===== src/rtl/if_pkg.sv =====
// -----------------------------------------------------------------------------
// if_pkg
// Shared types and constants for the instruction-fetch front end.
//   fetch_state_e : fetch FSM states (IDLE, FETCH, DRAIN)
//   NOP_INSTR     : instruction presented on inst_data while the queue is empty
//   PC_STEP       : byte increment between sequential fetches
// -----------------------------------------------------------------------------
package if_pkg;

    typedef enum logic [1:0] {
        IDLE  = 2'd0,
        FETCH = 2'd1,
        DRAIN = 2'd2
    } fetch_state_e;

    localparam logic [31:0] NOP_INSTR = 32'h0000_0013;
    localparam int unsigned PC_STEP   = 4;

endpackage


===== src/rtl/if_sync_fifo.sv =====
// -----------------------------------------------------------------------------
// if_sync_fifo
// Single-clock FIFO with registered storage and a synchronous flush.
// The head entry is read straight from storage, so data pushed on one edge is
// visible at o_head from the following cycle.
// Ports:
//   clk         : clock, rising edge
//   rst         : synchronous active-low reset
//   i_clear     : drop all entries (wins over a same-cycle push/pop)
//   i_push      : write i_push_data (ignored when full)
//   i_push_data : entry to write
//   i_pop       : discard head entry (ignored when empty)
//   o_head      : oldest entry
//   o_full      : DEPTH entries held
//   o_empty     : no entries held
//   o_count     : number of entries held
// -----------------------------------------------------------------------------
module if_sync_fifo #(
    parameter int unsigned WIDTH = 32,
    parameter int unsigned DEPTH = 4
) (
    input  logic                   clk,
    input  logic                   rst,
    input  logic                   i_clear,
    input  logic                   i_push,
    input  logic [WIDTH-1:0]       i_push_data,
    input  logic                   i_pop,
    output logic [WIDTH-1:0]       o_head,
    output logic                   o_full,
    output logic                   o_empty,
    output logic [$clog2(DEPTH):0] o_count
);

    localparam int unsigned AW = $clog2(DEPTH);

    logic [WIDTH-1:0] r_mem [DEPTH];
    logic [AW-1:0]    r_wr_ptr;
    logic [AW-1:0]    r_rd_ptr;
    logic [AW:0]      r_count;
    logic             w_push;
    logic             w_pop;

    assign o_full  = (r_count == (AW + 1)'(DEPTH));
    assign o_empty = (r_count == '0);
    assign o_count = r_count;
    assign o_head  = r_mem[r_rd_ptr];

    assign w_push = i_push & ~o_full;
    assign w_pop  = i_pop & ~o_empty;

    always_ff @(posedge clk) begin
        if (!rst) begin
            r_wr_ptr <= '0;
            r_rd_ptr <= '0;
            r_count  <= '0;
        end else if (i_clear) begin
            r_wr_ptr <= '0;
            r_rd_ptr <= '0;
            r_count  <= '0;
        end else begin
            if (w_push) begin
                r_wr_ptr <= r_wr_ptr + 1'b1;
            end
            if (w_pop) begin
                r_rd_ptr <= r_rd_ptr + 1'b1;
            end
            case ({w_push, w_pop})
                2'b10:   r_count <= r_count + 1'b1;
                2'b01:   r_count <= r_count - 1'b1;
                default: r_count <= r_count;
            endcase
        end
    end

    // Storage needs no reset; only the pointers define validity.
    always_ff @(posedge clk) begin
        if (w_push) begin
            r_mem[r_wr_ptr] <= i_push_data;
        end
    end

endmodule


===== src/rtl/if_prefetch_unit.sv =====
// -----------------------------------------------------------------------------
// if_prefetch_unit
// Instruction-fetch front end: issues sequential word fetches, tags each
// outstanding request with its PC, and buffers {instruction, pc} pairs in a
// DEPTH-entry queue for decode. A redirect flushes the queue and restarts at
// the new PC; responses to requests issued before the redirect are dropped.
// Ports:
//   clk, rst          : clock and synchronous active-low reset
//   imem_req_*        : fetch request channel (valid/ready, word address)
//   imem_rsp_*        : in-order fetch responses, no backpressure
//   redirect_valid/pc : flush and restart fetch at redirect_pc & ~3
//   inst_*            : queue head to decode (valid/ready, data, pc)
// Optional build macro IF_PERF_CNT_EN adds saturating counters:
//   stall_cycles      : cycles with inst_ready=1 and inst_valid=0
//   flush_count       : cycles with redirect_valid=1
// -----------------------------------------------------------------------------
module if_prefetch_unit
    import if_pkg::*;
#(
    parameter int unsigned     XLEN     = 32,
    parameter int unsigned     DEPTH    = 4,
    parameter logic [XLEN-1:0] RESET_PC = '0
) (
    input  logic            clk,
    input  logic            rst,
    output logic            imem_req_valid,
    input  logic            imem_req_ready,
    output logic [XLEN-1:0] imem_req_addr,
    input  logic            imem_rsp_valid,
    input  logic [31:0]     imem_rsp_data,
    input  logic            redirect_valid,
    input  logic [XLEN-1:0] redirect_pc,
    output logic            inst_valid,
    input  logic            inst_ready,
    output logic [31:0]     inst_data,
    output logic [XLEN-1:0] inst_pc
`ifdef IF_PERF_CNT_EN
    ,
    output logic [31:0]     stall_cycles,
    output logic [31:0]     flush_count
`endif
);

    localparam int unsigned CW = $clog2(DEPTH) + 1;
    localparam int unsigned QW = 32 + XLEN;

    fetch_state_e    r_state;
    fetch_state_e    w_state_next;
    logic [XLEN-1:0] r_fetch_pc;
    logic [CW-1:0]   r_drop_cnt;

    logic            w_req_fire;
    logic            w_rsp_keep;
    logic            w_inst_pop;
    logic [CW-1:0]   w_q_count;
    logic [CW-1:0]   w_inflight;
    logic [CW-1:0]   w_drop_redirect;
    logic [CW:0]     w_credit_used;
    logic            w_q_empty;
    logic            w_q_full;
    logic            w_tag_empty;
    logic            w_tag_full;
    logic [QW-1:0]   w_q_head;
    logic [XLEN-1:0] w_tag_head;

    assign w_req_fire = imem_req_valid & imem_req_ready;
    assign w_inst_pop = inst_valid & inst_ready;

    // Responses are only kept in FETCH; a response in a redirect cycle belongs
    // to the old stream and is discarded.
    assign w_rsp_keep = imem_rsp_valid & (r_state == FETCH) & ~redirect_valid & ~w_tag_empty;

    // Queue slots plus outstanding requests form the credit pool, so a
    // response always finds room in the queue.
    assign w_credit_used = {1'b0, w_q_count} + {1'b0, w_inflight};

    // Requests still owed a response after a redirect edge: everything in
    // flight, plus this cycle's acceptance, minus this cycle's response.
    assign w_drop_redirect = w_inflight + CW'(w_req_fire) - CW'(imem_rsp_valid);

    if_sync_fifo #(
        .WIDTH (QW),
        .DEPTH (DEPTH)
    ) u_inst_q (
        .clk         (clk),
        .rst         (rst),
        .i_clear     (redirect_valid),
        .i_push      (w_rsp_keep),
        .i_push_data ({imem_rsp_data, w_tag_head}),
        .i_pop       (w_inst_pop),
        .o_head      (w_q_head),
        .o_full      (w_q_full),
        .o_empty     (w_q_empty),
        .o_count     (w_q_count)
    );

    // PC of each outstanding request; its occupancy is the in-flight count.
    // Cleared on redirect because every outstanding response is then dropped.
    if_sync_fifo #(
        .WIDTH (XLEN),
        .DEPTH (DEPTH)
    ) u_tag_q (
        .clk         (clk),
        .rst         (rst),
        .i_clear     (redirect_valid),
        .i_push      (w_req_fire),
        .i_push_data (r_fetch_pc),
        .i_pop       (w_rsp_keep),
        .o_head      (w_tag_head),
        .o_full      (w_tag_full),
        .o_empty     (w_tag_empty),
        .o_count     (w_inflight)
    );

    // FSM state register
    always_ff @(posedge clk) begin
        if (!rst) begin
            r_state <= IDLE;
        end else begin
            r_state <= w_state_next;
        end
    end

    // FSM next state
    always_comb begin
        w_state_next = r_state;
        unique case (r_state)
            IDLE: begin
                w_state_next = FETCH;
            end
            FETCH: begin
                if (redirect_valid && (w_drop_redirect != '0)) begin
                    w_state_next = DRAIN;
                end
            end
            DRAIN: begin
                if (r_drop_cnt == '0) begin
                    w_state_next = FETCH;
                end
            end
            default: begin
                w_state_next = IDLE;
            end
        endcase
    end

    // FSM outputs
    always_comb begin
        imem_req_valid = 1'b0;
        if (r_state == FETCH) begin
            imem_req_valid = (w_credit_used < (CW + 1)'(DEPTH)) & ~w_q_full & ~w_tag_full;
        end
        imem_req_addr = r_fetch_pc;
        inst_valid    = ~w_q_empty;
        inst_data     = NOP_INSTR;
        inst_pc       = RESET_PC;
        if (!w_q_empty) begin
            {inst_data, inst_pc} = w_q_head;
        end
    end

    // Fetch PC and drop counter
    always_ff @(posedge clk) begin
        if (!rst) begin
            r_fetch_pc <= RESET_PC;
            r_drop_cnt <= '0;
        end else begin
            if (redirect_valid) begin
                r_fetch_pc <= redirect_pc & ~XLEN'(3);
            end else if (w_req_fire) begin
                r_fetch_pc <= r_fetch_pc + XLEN'(PC_STEP);
            end

            if ((r_state == FETCH) && redirect_valid) begin
                r_drop_cnt <= w_drop_redirect;
            end else if ((r_state == DRAIN) && imem_rsp_valid && (r_drop_cnt != '0)) begin
                r_drop_cnt <= r_drop_cnt - 1'b1;
            end
        end
    end

`ifdef IF_PERF_CNT_EN
    always_ff @(posedge clk) begin
        if (!rst) begin
            stall_cycles <= '0;
            flush_count  <= '0;
        end else begin
            if (inst_ready && !inst_valid && (stall_cycles != 32'hFFFF_FFFF)) begin
                stall_cycles <= stall_cycles + 32'd1;
            end
            if (redirect_valid && (flush_count != 32'hFFFF_FFFF)) begin
                flush_count <= flush_count + 32'd1;
            end
        end
    end
`endif

endmodule


===== config.mk =====
export PLATFORM = sky130hd
export DESIGN_NAME = if_prefetch_unit
export DESIGN_NICKNAME = d
export VERILOG_FILES = /design/src/rtl/if_pkg.sv /design/src/rtl/if_sync_fifo.sv /design/src/rtl/if_prefetch_unit.sv
export SDC_FILE = /design/constraint.sdc
export NUM_CORES = 1
export LEC_CHECK = 0
export CAP_MARGIN = 10
export CORE_ASPECT_RATIO = 1.4
export CORE_MARGIN = 8
export CORE_UTILIZATION = 25
export DETAILED_ROUTE_END_ITERATION = 10
export HOLD_SLACK_MARGIN = 0.08
export PLACE_DENSITY = 0.51
export SETUP_SLACK_MARGIN = 0.05
export SYNTH_ARGS = -nofsm -noshare
export SYNTH_HDL_FRONTEND = slang
export SYNTH_SLANG_ARGS = --single-unit
export TNS_END_PERCENT = 100

===== constraint.sdc =====
create_clock -name clk -period 4.3 [get_ports clk]
set_input_delay 0.86 -clock clk [delete_from_list [all_inputs] [get_ports clk]]
set_output_delay 0.86 -clock clk [all_outputs]
set_load 0.02 [all_outputs]

==> metrics.txt <==
EDFF count, synth=368; status=complete, no violations; Ports=168; met1 usage=between 10% and 20%; Num CTS Buffers=44; multi-input logic area=0.00423 mm²; vias in the first global route=between 9000 and 10000; initial DRC count=439; post-synthesis sequential area ratio=72.9%; Clock transition at path regs=0.06 ns; #FFs+latches synth=421; # rows=around 110; initial antenna violation count=3; Inst Count DP=1902; total track usage=roughly a tenth; dpl hpwl=24600 µm; DR vias=8652; Setup Viol. Count Final=0; max cap viols=0; die area=0.0750 mm²; VDD IR max=256 µV; commonest non-fill, non-tap cell in the layout=edfxtp_1; most frequent cells in the layout=368 x edfxtp_1, 161 x clkdlybuf4s50_1, 92 x mux4_2; Num Clock Sinks=421; distinct cell type count after synthesis=53; via/cell ratio=approximately 4.4; fin crit share=86.8%; DRT antenna net count=0; starting density of the core=around a quarter; largest net degree at the start of global routing=62; final hold viol count=0; Final min period=~3.7 ns; mapped cell area=0.0166 mm²; final core utilization=31.6%; Critical Path AT=2.87 ns; synth warn=0; Congestion Overflow GR=0; Syn Area/Cell=roughly 18 µm²; crit path max fanout=22; later-pin clock latency in the skew report=0.58 ns; Die Wd=around 230 µm; ratio of total power to cell area=between 400 and 500 mW/mm²; post-CTS resize count=0; post-CTS setup buffer count=0; RSZ-0062 raised after global routing=no; first-pass GRT wire length=~57000 µm; met3 Resource Use GR=~2.2%; CTS root buf=clkbuf_16; Leakage=6.43 nW; total negative slack=0 ns; CP required=3.44 ns; fin. max-slew vios=0; min-delay worst type=flip-flop to flip-flop; hold_buf cts=0; CP Capture Type=output pin; drt pass-1 iters=6; Storage cell area=0.0121 mm²; GPL Wtd Cong=0.737; GRT busiest layer=met2; DRC=0; H-tree Lvls=2; Most used DFF post-synth=edfxtp_1; Die Y=321 µm; filler cell count in the final layout=6489; Nets=roughly 1200; final WL=37700 µm; Finished Layout Cells=1985; FFs w/ async S/R, synth=0%; Synth Instances=around 900; Port Buffer Count=161; synthesis-to-layout area growth=25.9%; CTS tree=done; Crit Path Class=flip-flop to output pin; Clock Tree Buf Depth=3; maximum clock rate=0.268 GHz; Clock Skews=0.0183 ns; wire per inst=19.0 µm; Core ar.=between 0.06 and 0.07 mm²; Worst setup SP type=flip-flop; Slew Limit Headroom=a little under a third; Worst Tran Pin Value=1.04 ns; GR Util met2=17.8%; ratio of cells with drive above 1 in the final layout=between 10% and 20%
flip-flops by register name (all words and copies together), names as in the netlist, 3 cells and up, named ones only:
register,cells
u_inst_q.o_count,3
imem_req_addr,30
u_tag_q.r_mem,120
r_drop_cnt,3
u_inst_q.r_mem,248
u_tag_q.o_count,3
cells in the mapped netlist (6+ instances only):
cell | count | area, µm²
edfxtp_1 | 368 | 11100
mux4_2 | 92 | 2070
and2_1 | 65 | 407
dfxtp_1 | 53 | 1060
o21ai_0 | 38 | 190
clkbuf_1 | 29 | 109
inv_1 | 28 | 105
a21oi_1 | 23 | 115
xnor2_1 | 22 | 193
nor2_1 | 18 | 67.6
ha_1 | 17 | 213
nand2_1 | 17 | 63.8
a31oi_1 | 12 | 75.1
nand3_1 | 9 | 45.0
nor3_1 | 9 | 45.0
nor4_1 | 9 | 56.3
or3_1 | 9 | 56.3
buf_1 | 8 | 30.0
xor2_1 | 8 | 70.1
nand4_1 | 7 | 43.8
and3_1 | 6 | 37.5
cells by family (layout without fill, tap and decap cells):
| logic type | after synthesis | count (layout) | share of synthesized area, % |
|---|---|---|---|
| flops | 421 | 421 | 72.9 |
| simple gates | 179 | 179 | 6.49 |
| mux | 95 | 95 | 12.7 |
| compound gates | 85 | 85 | 2.90 |
| buf+inv | 73 | 295 | 1.77 |
| xor+xnor | 30 | 30 | 1.58 |
| fa+ha+maj | 20 | 20 | 1.64 |
| other cells | 1 | 5 | 0.0226 |
per-layer routing:
layer	share of wire [%]	vias up
li1	-	3946
met1	42	4446
met2	51	205
met3	5.0	55
met4	2.7	0
met5	0	-
critical path, cell delays in order, from the launching register on:
cell             delay [ns]
dfxtp_4                0.66
buf_12                 0.27
mux4_2                 0.59
and2_1                 0.20
clkdlybuf4s50_1        0.54
path summary, 6_finish.rpt:
kind	depth (start not counted)	start	slack, ns	endpoint
worst max register to register	14	u_tag_q.o_count[1]$_SDFFE_PP0P_	1.09	r_state[1]$_SDFFE_PN0P_
worst max-delay path	4	flip-flop	0.57	inst_pc[27]
worst min-delay path	2	u_tag_q.r_wr_ptr[1]$_SDFFE_PP0P_	0.51	u_tag_q.r_wr_ptr[1]$_SDFFE_PP0P_
worst min register to register	2	u_tag_q.r_wr_ptr[1]$_SDFFE_PP0P_	0.51	u_tag_q.r_wr_ptr[1]$_SDFFE_PP0P_
final cells by class:
type	count	share of cell area [%]
Antenna cell	1	0.0120
Clock buffer	54	5.45
Multi-Input combinational cell	413	20.2
Timing Repair Buffer	185	8.99
Tap cell	855	5.12
Sequential cell	421	58.0
Inverter	28	0.503
Clock inverter	28	1.68
power breakdown:
part | leakage [nW] | switching [mW] | internal, mW
Combinational | 1.93 | 0.172 | 0.159
Clock | 0.723 | 1.63 | 2.24
Sequential | 3.78 | 0.0619 | 4.50
Total | 6.43 | 1.87 | 6.89
stage by stage:
stage / cell area (µm²) / total power [mW] / setup WS, ns / hold WS [ns]
floorplan: 16600 / 4.79 / 0.930 / 0.469
global placement: 19400 / 4.98 / 0.599 / 0.500
detailed placement: 19400 / 4.99 / 0.586 / 0.494
CTS: 20900 / 8.92 / 0.444 / 0.502
global route: 20900 / 9.07 / 0.363 / 0.543
finish: 20900 / 8.76 / 0.565 / 0.505
(Power assumes the default switching activity.)
